$ cat config.mk
export PLATFORM = sky130hd
export DESIGN_NAME = jpeg_block_sequencer
export DESIGN_NICKNAME = d
export VERILOG_FILES = /design/src/rtl/jpeg_pkg.sv /design/src/rtl/jpeg_mcu_counter.sv /design/src/rtl/jpeg_block_sequencer.sv
export SDC_FILE = /design/constraint.sdc
export NUM_CORES = 1
export LEC_CHECK = 0
export ABC_AREA = 1
export ABC_CLOCK_PERIOD_IN_PS = 1750
export BUFFER_PORTS_ARGS = -buffer_cell sky130_fd_sc_hd__clkbuf_2
export CAP_MARGIN = 20
export CELL_PAD_IN_SITES_DETAIL_PLACEMENT = 0
export CELL_PAD_IN_SITES_GLOBAL_PLACEMENT = 1
export CORE_ASPECT_RATIO = 1.5
export CORE_UTILIZATION = 35
export DETAILED_ROUTE_END_ITERATION = 16
export HOLD_SLACK_MARGIN = 0.03
export PLACE_DENSITY = 0.79
export SYNTH_ARGS = -nofsm -noshare
export SYNTH_HDL_FRONTEND = slang
export SYNTH_SLANG_ARGS = --single-unit
$ cat constraint.sdc
create_clock -name clk -period 1.75 [get_ports clk]
set_input_delay 0.0875 -clock clk [delete_from_list [all_inputs] [get_ports clk]]
set_output_delay 0.0875 -clock clk [all_outputs]
set_load 0.05 [all_outputs]
$ cat src/rtl/jpeg_pkg.sv
// Shared definitions for the JPEG block front end.
//   seq_state_t   : sequencer FSM states
//   comp_t        : colour component of a block (Y / Cb / Cr)
//   BLK_SAMPLES   : samples in one 8x8 block
//   comp_of_block : maps a block position within an MCU to its component
package jpeg_pkg;

  typedef enum logic [2:0] {
    ST_IDLE,
    ST_LOAD,
    ST_START,
    ST_WAIT,
    ST_DONE
  } seq_state_t;

  typedef enum logic [1:0] {
    COMP_Y  = 2'd0,
    COMP_CB = 2'd1,
    COMP_CR = 2'd2
  } comp_t;

  localparam int BLK_SAMPLES = 64;

  // Luma blocks come first in an MCU, then one Cb block, then one Cr block.
  function automatic comp_t comp_of_block(input logic [2:0] blk, input int luma_blocks);
    if (int'(blk) < luma_blocks)
      return COMP_Y;
    else if (int'(blk) == luma_blocks)
      return COMP_CB;
    else
      return COMP_CR;
  endfunction

endpackage

$ cat src/rtl/jpeg_mcu_counter.sv
// Block / MCU position tracker for the block sequencer.
//   clk, rst     : clock, asynchronous active-high reset
//   clear        : restart at block 0 of MCU 0 (frame start)
//   advance      : one block finished
//   frame_mcus   : MCUs in the current frame
//   block_idx    : block within the MCU, 0..LUMA_BLOCKS+1
//   mcu_idx      : current MCU
//   comp_id      : component of the current block
//   qtab_sel     : 0 = luma quant table, 1 = chroma quant table
//   last_block   : current block is the final block of the frame
module jpeg_mcu_counter
  import jpeg_pkg::*;
#(
  parameter int LUMA_BLOCKS = 4,
  parameter int MCU_W       = 16
) (
  input  logic             clk,
  input  logic             rst,
  input  logic             clear,
  input  logic             advance,
  input  logic [MCU_W-1:0] frame_mcus,
  output logic [2:0]       block_idx,
  output logic [MCU_W-1:0] mcu_idx,
  output logic [1:0]       comp_id,
  output logic             qtab_sel,
  output logic             last_block
);

  localparam logic [2:0]       LAST_BLK = 3'(LUMA_BLOCKS + 1);
  localparam logic [MCU_W-1:0] MCU_ONE  = MCU_W'(1);

  comp_t comp;
  logic  last_in_mcu;

  assign last_in_mcu = (block_idx == LAST_BLK);
  assign last_block  = last_in_mcu && (mcu_idx == frame_mcus - MCU_ONE);

  // The frame's final block wraps both counters so the next frame starts clean.
  always_ff @(posedge clk or posedge rst) begin
    if (rst) begin
      block_idx <= '0;
      mcu_idx   <= '0;
    end else if (clear) begin
      block_idx <= '0;
      mcu_idx   <= '0;
    end else if (advance) begin
      if (last_in_mcu) begin
        block_idx <= '0;
        mcu_idx   <= last_block ? '0 : mcu_idx + MCU_ONE;
      end else begin
        block_idx <= block_idx + 3'd1;
      end
    end
  end

  assign comp     = comp_of_block(block_idx, LUMA_BLOCKS);
  assign comp_id  = comp;
  assign qtab_sel = (comp != COMP_Y);

endmodule

$ cat src/rtl/jpeg_block_sequencer.sv
// Front-end controller for the JPEG block datapath. Gathers 64-sample blocks
// from a valid/ready source, writes them into the datapath block buffer,
// starts one datapath pass per block and tracks block/MCU position per frame.
//   clk, rst              : clock, asynchronous active-high reset
//   frame_start, cfg_mcus : start a frame of cfg_mcus MCUs (IDLE only)
//   s_valid/s_data/s_ready: sample stream, raster order within a block
//   dp_load/dp_addr/dp_data: block buffer write port
//   dp_start / dp_done    : per-block datapath handshake
//   comp_id, qtab_sel     : component and quant table of the current block
//   block_idx, mcu_idx    : position of the current block in the frame
//   busy, frame_done      : activity flag and end-of-frame pulse
module jpeg_block_sequencer
  import jpeg_pkg::*;
#(
  parameter int DATA_W      = 8,
  parameter int LUMA_BLOCKS = 4,
  parameter int MCU_W       = 16
) (
  input  logic              clk,
  input  logic              rst,
  input  logic              frame_start,
  input  logic [MCU_W-1:0]  cfg_mcus,
  input  logic              s_valid,
  input  logic [DATA_W-1:0] s_data,
  output logic              s_ready,
  output logic              dp_load,
  output logic [5:0]        dp_addr,
  output logic [DATA_W-1:0] dp_data,
  output logic              dp_start,
  input  logic              dp_done,
  output logic [1:0]        comp_id,
  output logic              qtab_sel,
  output logic [2:0]        block_idx,
  output logic [MCU_W-1:0]  mcu_idx,
  output logic              busy,
  output logic              frame_done
);

  localparam logic [5:0] LAST_SAMPLE = 6'(BLK_SAMPLES - 1);

  seq_state_t       state, state_next;
  logic [5:0]       sample_cnt;
  logic [MCU_W-1:0] frame_mcus;
  logic             accept;
  logic             cnt_clear;
  logic             blk_advance;
  logic             last_block;

  assign s_ready    = (state == ST_LOAD);
  assign busy       = (state != ST_IDLE);
  assign frame_done = (state == ST_DONE);
  assign accept     = s_valid && s_ready;

  always_ff @(posedge clk or posedge rst) begin
    if (rst) state <= ST_IDLE;
    else     state <= state_next;
  end

  // Spurious frame_start / dp_done are ignored simply because only IDLE and
  // WAIT look at them.
  always_comb begin
    state_next  = state;
    cnt_clear   = 1'b0;
    blk_advance = 1'b0;
    case (state)
      ST_IDLE: begin
        if (frame_start) begin
          if (cfg_mcus != '0) begin
            cnt_clear  = 1'b1;
            state_next = ST_LOAD;
          end else begin
            state_next = ST_DONE;
          end
        end
      end
      ST_LOAD: begin
        if (accept && (sample_cnt == LAST_SAMPLE)) state_next = ST_START;
      end
      ST_START: state_next = ST_WAIT;
      ST_WAIT: begin
        if (dp_done) begin
          blk_advance = 1'b1;
          state_next  = last_block ? ST_DONE : ST_LOAD;
        end
      end
      ST_DONE: state_next = ST_IDLE;
      default: state_next = ST_IDLE;
    endcase
  end

  // The 6-bit sample counter wraps to 0 by itself on the 64th beat.
  always_ff @(posedge clk or posedge rst) begin
    if (rst) begin
      sample_cnt <= '0;
      frame_mcus <= '0;
    end else if (cnt_clear) begin
      sample_cnt <= '0;
      frame_mcus <= cfg_mcus;
    end else if (accept) begin
      sample_cnt <= sample_cnt + 6'd1;
    end
  end

  // Write port is registered one cycle behind the accept. dp_start is a
  // registered copy of START so it lands one cycle after the final write.
  always_ff @(posedge clk or posedge rst) begin
    if (rst) begin
      dp_load  <= 1'b0;
      dp_addr  <= '0;
      dp_data  <= '0;
      dp_start <= 1'b0;
    end else begin
      dp_load  <= accept;
      dp_start <= (state == ST_START);
      if (accept) begin
        dp_addr <= sample_cnt;
        dp_data <= s_data;
      end
    end
  end

  jpeg_mcu_counter #(
    .LUMA_BLOCKS (LUMA_BLOCKS),
    .MCU_W       (MCU_W)
  ) u_mcu_counter (
    .clk        (clk),
    .rst        (rst),
    .clear      (cnt_clear),
    .advance    (blk_advance),
    .frame_mcus (frame_mcus),
    .block_idx  (block_idx),
    .mcu_idx    (mcu_idx),
    .comp_id    (comp_id),
    .qtab_sel   (qtab_sel),
    .last_block (last_block)
  );

endmodule

==> flow_metrics.tcl, run 1 <==
set metrics [dict create \
    final_cell_mix "nand2_1 (189), buf_4 (72), clkbuf_2 (69)" \
    cts_tree "built" \
    setup_ws_ns -0.2395 \
    clock_sinks 60 \
    fin_util 0.5251 \
    p_leak_nw 3.015 \
    grt_max_degree 45 \
    synth_top_family_by_area "simple AND/OR/NAND/NOR gates" \
    switching_share 0.4641 \
    h-tree-depth 3 \
    synth-simple-area-share 0.4187 \
    dp_hpwl_um 8818 \
    rsz0062_at_grt "yes" \
    setup.worst_path.end_class "flop" \
    final_layout_size_suffix_gt1_frac 0.3700 \
    drc 0 \
    yosys_most_used_dff "dfrtp_1" \
    tns_ns -3.719 \
    synthCells 532 \
    nFillCells 1052 \
    post_drt_wl_per_cell_um 13.72 \
    core-area_mm2 0.01065 \
    critPathMaxFanout 7 \
    grt_overflow 0 \
    drtIter0Drc 189 \
    layout.cells.most_common "nand2_1" \
    gp_congestion 0.8602 \
    path_clk_slew_ns 0.05 \
    fin_crit_sh 1.137 \
    nNetsFinal 728 \
    power_density_mw_per_mm2 1496 \
    grt_pass1_vias 4019 \
    yosys.area_share.adder 0.009699 \
    p_sw_mw 3.881 \
    drv_slew 0 \
    finClkSkew_ns 0.008437 \
    die_y_um 130.8 \
    tightest_slew_ns 0.4222 \
    ant_nets 0 \
    avgSynthCellArea_um2 7.274 \
    synthesis.area_mm2 0.003870 \
    cts_buffer_depth 2 \
    synth-xor-area-share 0.05432 \
    drtPass1Iterations 5 \
    drv_cap 0 \
    p_clk_frac 0.188 \
    grt_first_pass_wirelength_um 18900 \
    start_util 0.3635 \
    synth_compound_area_frac 0.04365 \
    antenna_found_initial 0 \
    antenna_cells 0 \
    vias 4008 \
    clkLatencyLatePin_ns 0.34 \
    vias_per_cell 4.749 \
    yosysWarnings 0 \
    synth-edff-count 0 \
    cp_data_arrival_time_ns 2.21 \
    critPathKind "flop to flop" \
    ys_ff_latch 60 \
    setup_viol_count_final 18 \
    async_flop_share 1.000 \
    min_period_ns 1.990 \
    wirelength_um 11580 \
    ios 70 \
    yosysTopAreaCell "dfrtp_1" \
    ir_drop_mv 1.058 \
    power.internal_mw 4.482 \
    worstPathRequired_ns 1.97 \
    synthMuxAreaShare 0 \
    power_frac_comb 0.551 \
    die_x_um 87.86 \
    synth_top_area_share 0.3880 \
    cts_buffers 9 \
    synthTopCellsByArea "dfrtp_1 (39%), nand2_1 (19%), inv_1 (5.6%), nand3_1 (3.5%), nand3_2 (3.1%)" \
    fmax_mhz 502.6 \
    rows 46 \
    violations "negative setup slack" \
    pre_cts_slack_ns -0.2877 \
    relSlewSlack 0.7181 \
    track_usage 0.2191 \
    ys_types 39 \
    cts_root_buf "clkbuf_16" \
    status "finished with violations" \
    hold_viol 0 \
    hold_class "primary input to flop" \
    syn-num-nets 564 \
    sequentialPowerShare 0.261 \
    fp.dieArea_mm2 0.01149 \
    syn_to_final_growth_pct 44.49 \
    synth-seq-area-share 0.3880 \
    portBuffers 69 \
    start_kind "flop" \
]
==> layer usage <==
metal	vias to the layer above	share of wire	global-route usage
li1	2001	-	-
met1	1887	0.36	0.2285
met2	93	0.56	0.4113
met3	27	0.033	0.03706
met4	0	0.043	0.1157
met5	-	0	0
==> per-stage QoR <==
step	instance area, um^2	power [mW]	hold WS [ns]	std cells
finish	5592	8.363	0.05191	844
global route	5592	8.977	0.06430	844
CTS	5454	8.223	0.04639	837
detailed placement	4903	6.511	0.08685	796
global placement	4903	6.453	0.08220	796
floorplan	3961	5.002	0.1965	532
==> repair_timing <==
item	4_1_cts	5_1_grt
pin swaps	5	15
setup endpoints to repair	17	38
resized for setup	6	19
setup buffers	2	6
cloned	0	1
hold buffers	24	0
endpoints found under the hold margin	39	0
==> cell type report <==
| cell class | count | area, um^2 | area share |
|---|---|---|---|
| clock buffers | 10 | 229.0 | 0.04095 |
| repair buffers | 170 | 1222 | 0.2186 |
| clock inverters | 5 | 30.03 | 0.005370 |
| well taps | 144 | 180.2 | 0.03222 |
| flip-flops and latches | 60 | 1521 | 0.2721 |
| inverters | 64 | 240.2 | 0.04296 |
| multi-input cells | 391 | 2168 | 0.3878 |
==> cell usage after synthesis (all sizes together), types with 9 or more instances <==
cell	instances
buf	9
dfrtp	60
inv	63
nand2	205
nand3	40
nand4	12
nor2	45
nor3	12
o21ai	22
xnor2	11
xor2	13
==> worst paths after layout <==
| path | start | end | slack, ns | cells past startpoint |
|---|---|---|---|---|
| setup / recovery | frame_mcus[0]$_DFFE_PP0P_ | u_mcu_counter.mcu_idx[1]$_DFFE_PP0P_ | -0.24 | 11 |
| hold / removal | cfg_mcus[0] | frame_mcus[0]$_DFFE_PP0P_ | 0.05 | 3 |
| setup reg to reg | frame_mcus[0]$_DFFE_PP0P_ | u_mcu_counter.mcu_idx[1]$_DFFE_PP0P_ | -0.24 | 11 |
| hold reg to reg | dp_addr[3]$_DFFE_PP0P_ | dp_addr[3]$_DFFE_PP0P_ | 0.48 | 2 |
| max in group asynchronous | rst | state[2]$_DFFE_PP0P_ | 0.88 | 4 |
| min in group asynchronous | rst | u_mcu_counter.mcu_idx[5]$_DFFE_PP0P_ | 0.29 | 3 |
==> logic make-up (layout without fill, tap and decap cells) <==
logic type,after synthesis,count (layout)
buf+inv,81,249
compound gates,32,32
fa+ha+maj,3,3
simple gates,332,332
flops,60,60
xor+xnor,24,24
==> sequential cells by signal, summed over array words and instances (netlist names) <==
register / count
sample_cnt: 6
dp_load: 1
u_mcu_counter.mcu_idx: 16
frame_mcus: 16
dp_addr: 6
state: 3
dp_start: 1
dp_data: 8
u_mcu_counter.block_idx: 3
==> power groups by stage <==
stage | Clock, mW | Sequential (mW) | Combinational, mW
after global placement | 0 | 2.16 | 4.29
after global routing | 1.67 | 2.24 | 5.06
after floorplan | 0 | 2.70 | 2.30
final | 1.57 | 2.18 | 4.61
after detailed placement | 0 | 2.18 | 4.33
after CTS | 1.61 | 2.18 | 4.43
==> critical path: stages (launching register included) <==
cell and delay, ns:
dfrtp_1 0.38, inv_2 0.09, ha_4 0.16, nand3_4 0.10
nor2_4 0.16, xor2_2 0.21, o21ai_2 0.10, nor3_4 0.22
nand3b_4 0.15, clkbuf_16 0.19, nand3_2 0.05, nand2_1 0.05
No activity file was read; power rests on OpenSTA's default activity.
==> run 2: changes to the inputs <==
--- a/config.mk
+++ b/config.mk
@@ -6,16 +6,16 @@
 export NUM_CORES = 1
 export LEC_CHECK = 0
 export ABC_AREA = 1
-export ABC_CLOCK_PERIOD_IN_PS = 1750
-export BUFFER_PORTS_ARGS = -buffer_cell sky130_fd_sc_hd__clkbuf_2
+export ABC_CLOCK_PERIOD_IN_PS = 1800
 export CAP_MARGIN = 20
 export CELL_PAD_IN_SITES_DETAIL_PLACEMENT = 0
 export CELL_PAD_IN_SITES_GLOBAL_PLACEMENT = 1
 export CORE_ASPECT_RATIO = 1.5
 export CORE_UTILIZATION = 35
 export DETAILED_ROUTE_END_ITERATION = 16
+export DONT_BUFFER_PORTS = 1
 export HOLD_SLACK_MARGIN = 0.03
-export PLACE_DENSITY = 0.79
+export PLACE_DENSITY = 0.71
 export SYNTH_ARGS = -nofsm -noshare
 export SYNTH_HDL_FRONTEND = slang
 export SYNTH_SLANG_ARGS = --single-unit
==> constraint.sdc (replaced) <==
create_clock -name clk -period 1.8 [get_ports clk]
set_input_delay 0.09 -clock clk [delete_from_list [all_inputs] [get_ports clk]]
set_output_delay 0.09 -clock clk [all_outputs]
set_load 0.05 [all_outputs]
==> run 2 against run 1 <==
Net effect:
- the flow still finishes with violations (negative setup slack)
- setup slack better by 0.033 ns
- global-route usage down 0.61 points
- clock power up 26%
- largest power group unchanged
- total power up 1.3%
- final cell count down 7.1%
- sequential share of layout area up 1.1 points
- highest routed layer unchanged
- register-to-register slack better by 0.03 ns
- critical path depth down 1
- via count down 6.7%
- first-iteration DRC count down 16%
==> flow_metrics.tcl, run 2 (synthesis gave the netlist of run 1 again) <==
set metrics [dict create \
    fin_util 0.5045 \
    fmax_mhz 498.3 \
    seq_area_mm2 0.001519 \
    final_cells 784 \
    status "finished with violations" \
    power.total_mw 8.474 \
    power_density_mw_per_mm2 1578 \
    pre_cts_slack_ns -0.2154 \
    grt_max_degree 33 \
    tns_ns -3.040 \
    gp_congestion 0.8175 \
    finClkSkew_ns 0.007349 \
    clkLatencyLatePin_ns 0.33 \
    start_util 0.3635 \
    wirelength_um 11250 \
    vias_per_cell 4.772 \
    drc 0 \
    cts_tree "built" \
    whs_endpoint "state[1]$_DFFE_PP0P_" \
    hp-start "frame_start" \
    drv_slew 0 \
    rr_startpoint "frame_mcus[1]$_DFFE_PP0P_" \
    drv_cap 0 \
    r2r_end "u_mcu_counter.mcu_idx[11]$_DFFE_PP0P_" \
    ir_drop_mv 1.029 \
    syn_to_final_growth_pct 38.80 \
    ant_nets 0 \
    die_y_um 130.8 \
    fin_crit_sh 1.115 \
    path_clk_slew_ns 0.06 \
    fin_area_mm2 0.005371 \
    layout.cells.most_common "nand2_1" \
    critPathKind "flop to flop" \
    portBuffers 0 \
    timing.hold.ws_ns 0.05169 \
    violations "negative setup slack" \
    min_period_ns 2.007 \
    hold_class "primary input to flop" \
    cp_data_arrival_time_ns 2.23 \
    relSlewSlack 0.5655 \
    reg2regPathDepth 10 \
    worstPathRequired_ns 2.02 \
    nNetsFinal 667 \
    dp.cells 732 \
    r2r_setup_slack_ns -0.21 \
    cts_root_buf "clkbuf_16" \
    p_leak_nw 2.755 \
    cts_buffer_depth 2 \
    h-tree-depth 3 \
    grt_overflow 0 \
    post_drt_wl_per_cell_um 14.35 \
    start_kind "flop" \
    rsz0062_at_grt "yes" \
    whs_path_depth 3 \
    cts_buffers 9 \
    setup_ws_ns -0.2070 \
    ios 70 \
    tightest_slew_ns 0.6508 \
    antenna_found_initial 0 \
    dp_hpwl_um 8494 \
    setup.worst_path.end_class "flop" \
    reg_top3 "frame_mcus (16), u_mcu_counter.mcu_idx (16), dp_data (8)" \
    final_cell_mix "nand2_1 (188), buf_4 (75), inv_1 (55)" \
    final_layout_size_suffix_gt1_frac 0.2969 \
    drtPass1Iterations 4 \
    rows 46 \
    hold_viol 0 \
    track_usage 0.2130 \
    post_dp_cell_area_mm2 0.004561 \
    clock_sinks 60 \
    multiInputGateArea_mm2 0.002172 \
    drtIter0Drc 158 \
    critPathMaxFanout 7 \
    vias 3741 \
    setup_viol_count_final 18 \
    die_x_um 87.86 \
    grt_pass1_vias 3858 \
    grt_first_pass_wirelength_um 18300 \
    antenna_cells 0 \
    nFillCells 1058 \
    core-area_mm2 0.01065 \
    fp.dieArea_mm2 0.01149 \
]
run 2: cell type report:
| class | instances | area share |
|---|---|---|
| clock buffers | 10 | 0.04263 |
| clock inverters | 6 | 0.02096 |
| inverters | 64 | 0.04472 |
| multi-input cells | 392 | 0.4044 |
| flip-flops and latches | 60 | 0.2828 |
| well taps | 144 | 0.03354 |
| repair buffers | 108 | 0.1710 |
run 2: per-layer routing:
layer  track usage  part of all wire  up-vias  routed length, um
met3       0.03706             0.032       19                365
met1        0.2058              0.37     1768               4148
met5             0                 0        -                  0
met4        0.1003             0.031        0                348
met2        0.4236              0.57       81               6389
li1              -                 -     1873                  -
run 2: worst max path at each step:
stage,depth (start not counted),startpoint,end,slack [ns]
floorplan,10,u_mcu_counter.mcu_idx[0]$_DFFE_PP0P_,u_mcu_counter.mcu_idx[12]$_DFFE_PP0P_,-0.09
global placement,10,frame_mcus[5]$_DFFE_PP0P_,u_mcu_counter.mcu_idx[10]$_DFFE_PP0P_,-0.16
detailed placement,11,frame_mcus[1]$_DFFE_PP0P_,u_mcu_counter.mcu_idx[12]$_DFFE_PP0P_,-0.22
CTS,11,frame_mcus[0]$_DFFE_PP0P_,u_mcu_counter.mcu_idx[12]$_DFFE_PP0P_,-0.18
global route,10,frame_mcus[1]$_DFFE_PP0P_,u_mcu_counter.mcu_idx[11]$_DFFE_PP0P_,-0.31
finish,10,frame_mcus[1]$_DFFE_PP0P_,u_mcu_counter.mcu_idx[11]$_DFFE_PP0P_,-0.21
run 2: repair_timing:
item                                    in CTS  in global routing
gates resized for setup                     15                 18
setup buffers                                5                  4
pin swaps                                    9                 18
endpoints found under the hold margin       54                  0
endpoints found under the setup margin      18                 19
hold buffers                                27                  0
gates cloned                                 1                  0
run 2: worst max-delay path, cell delays in order (launching register included):
cell and delay, ns:
dfrtp_1 0.40, inv_2 0.09, ha_4 0.16, nand3_4 0.11, nor2_4 0.17, xor2_2 0.21, o21ai_2 0.09, nor3_4 0.29
nand3b_4 0.20, nand3_2 0.12, nand2_1 0.05
run 2: where the power goes:
part	switching [mW]	total (mW)	internal, mW
clock network	0.627	1.98	1.35
registers	0.853	2.59	1.73
logic	2.26	3.91	1.65
total	3.74	8.47	4.73
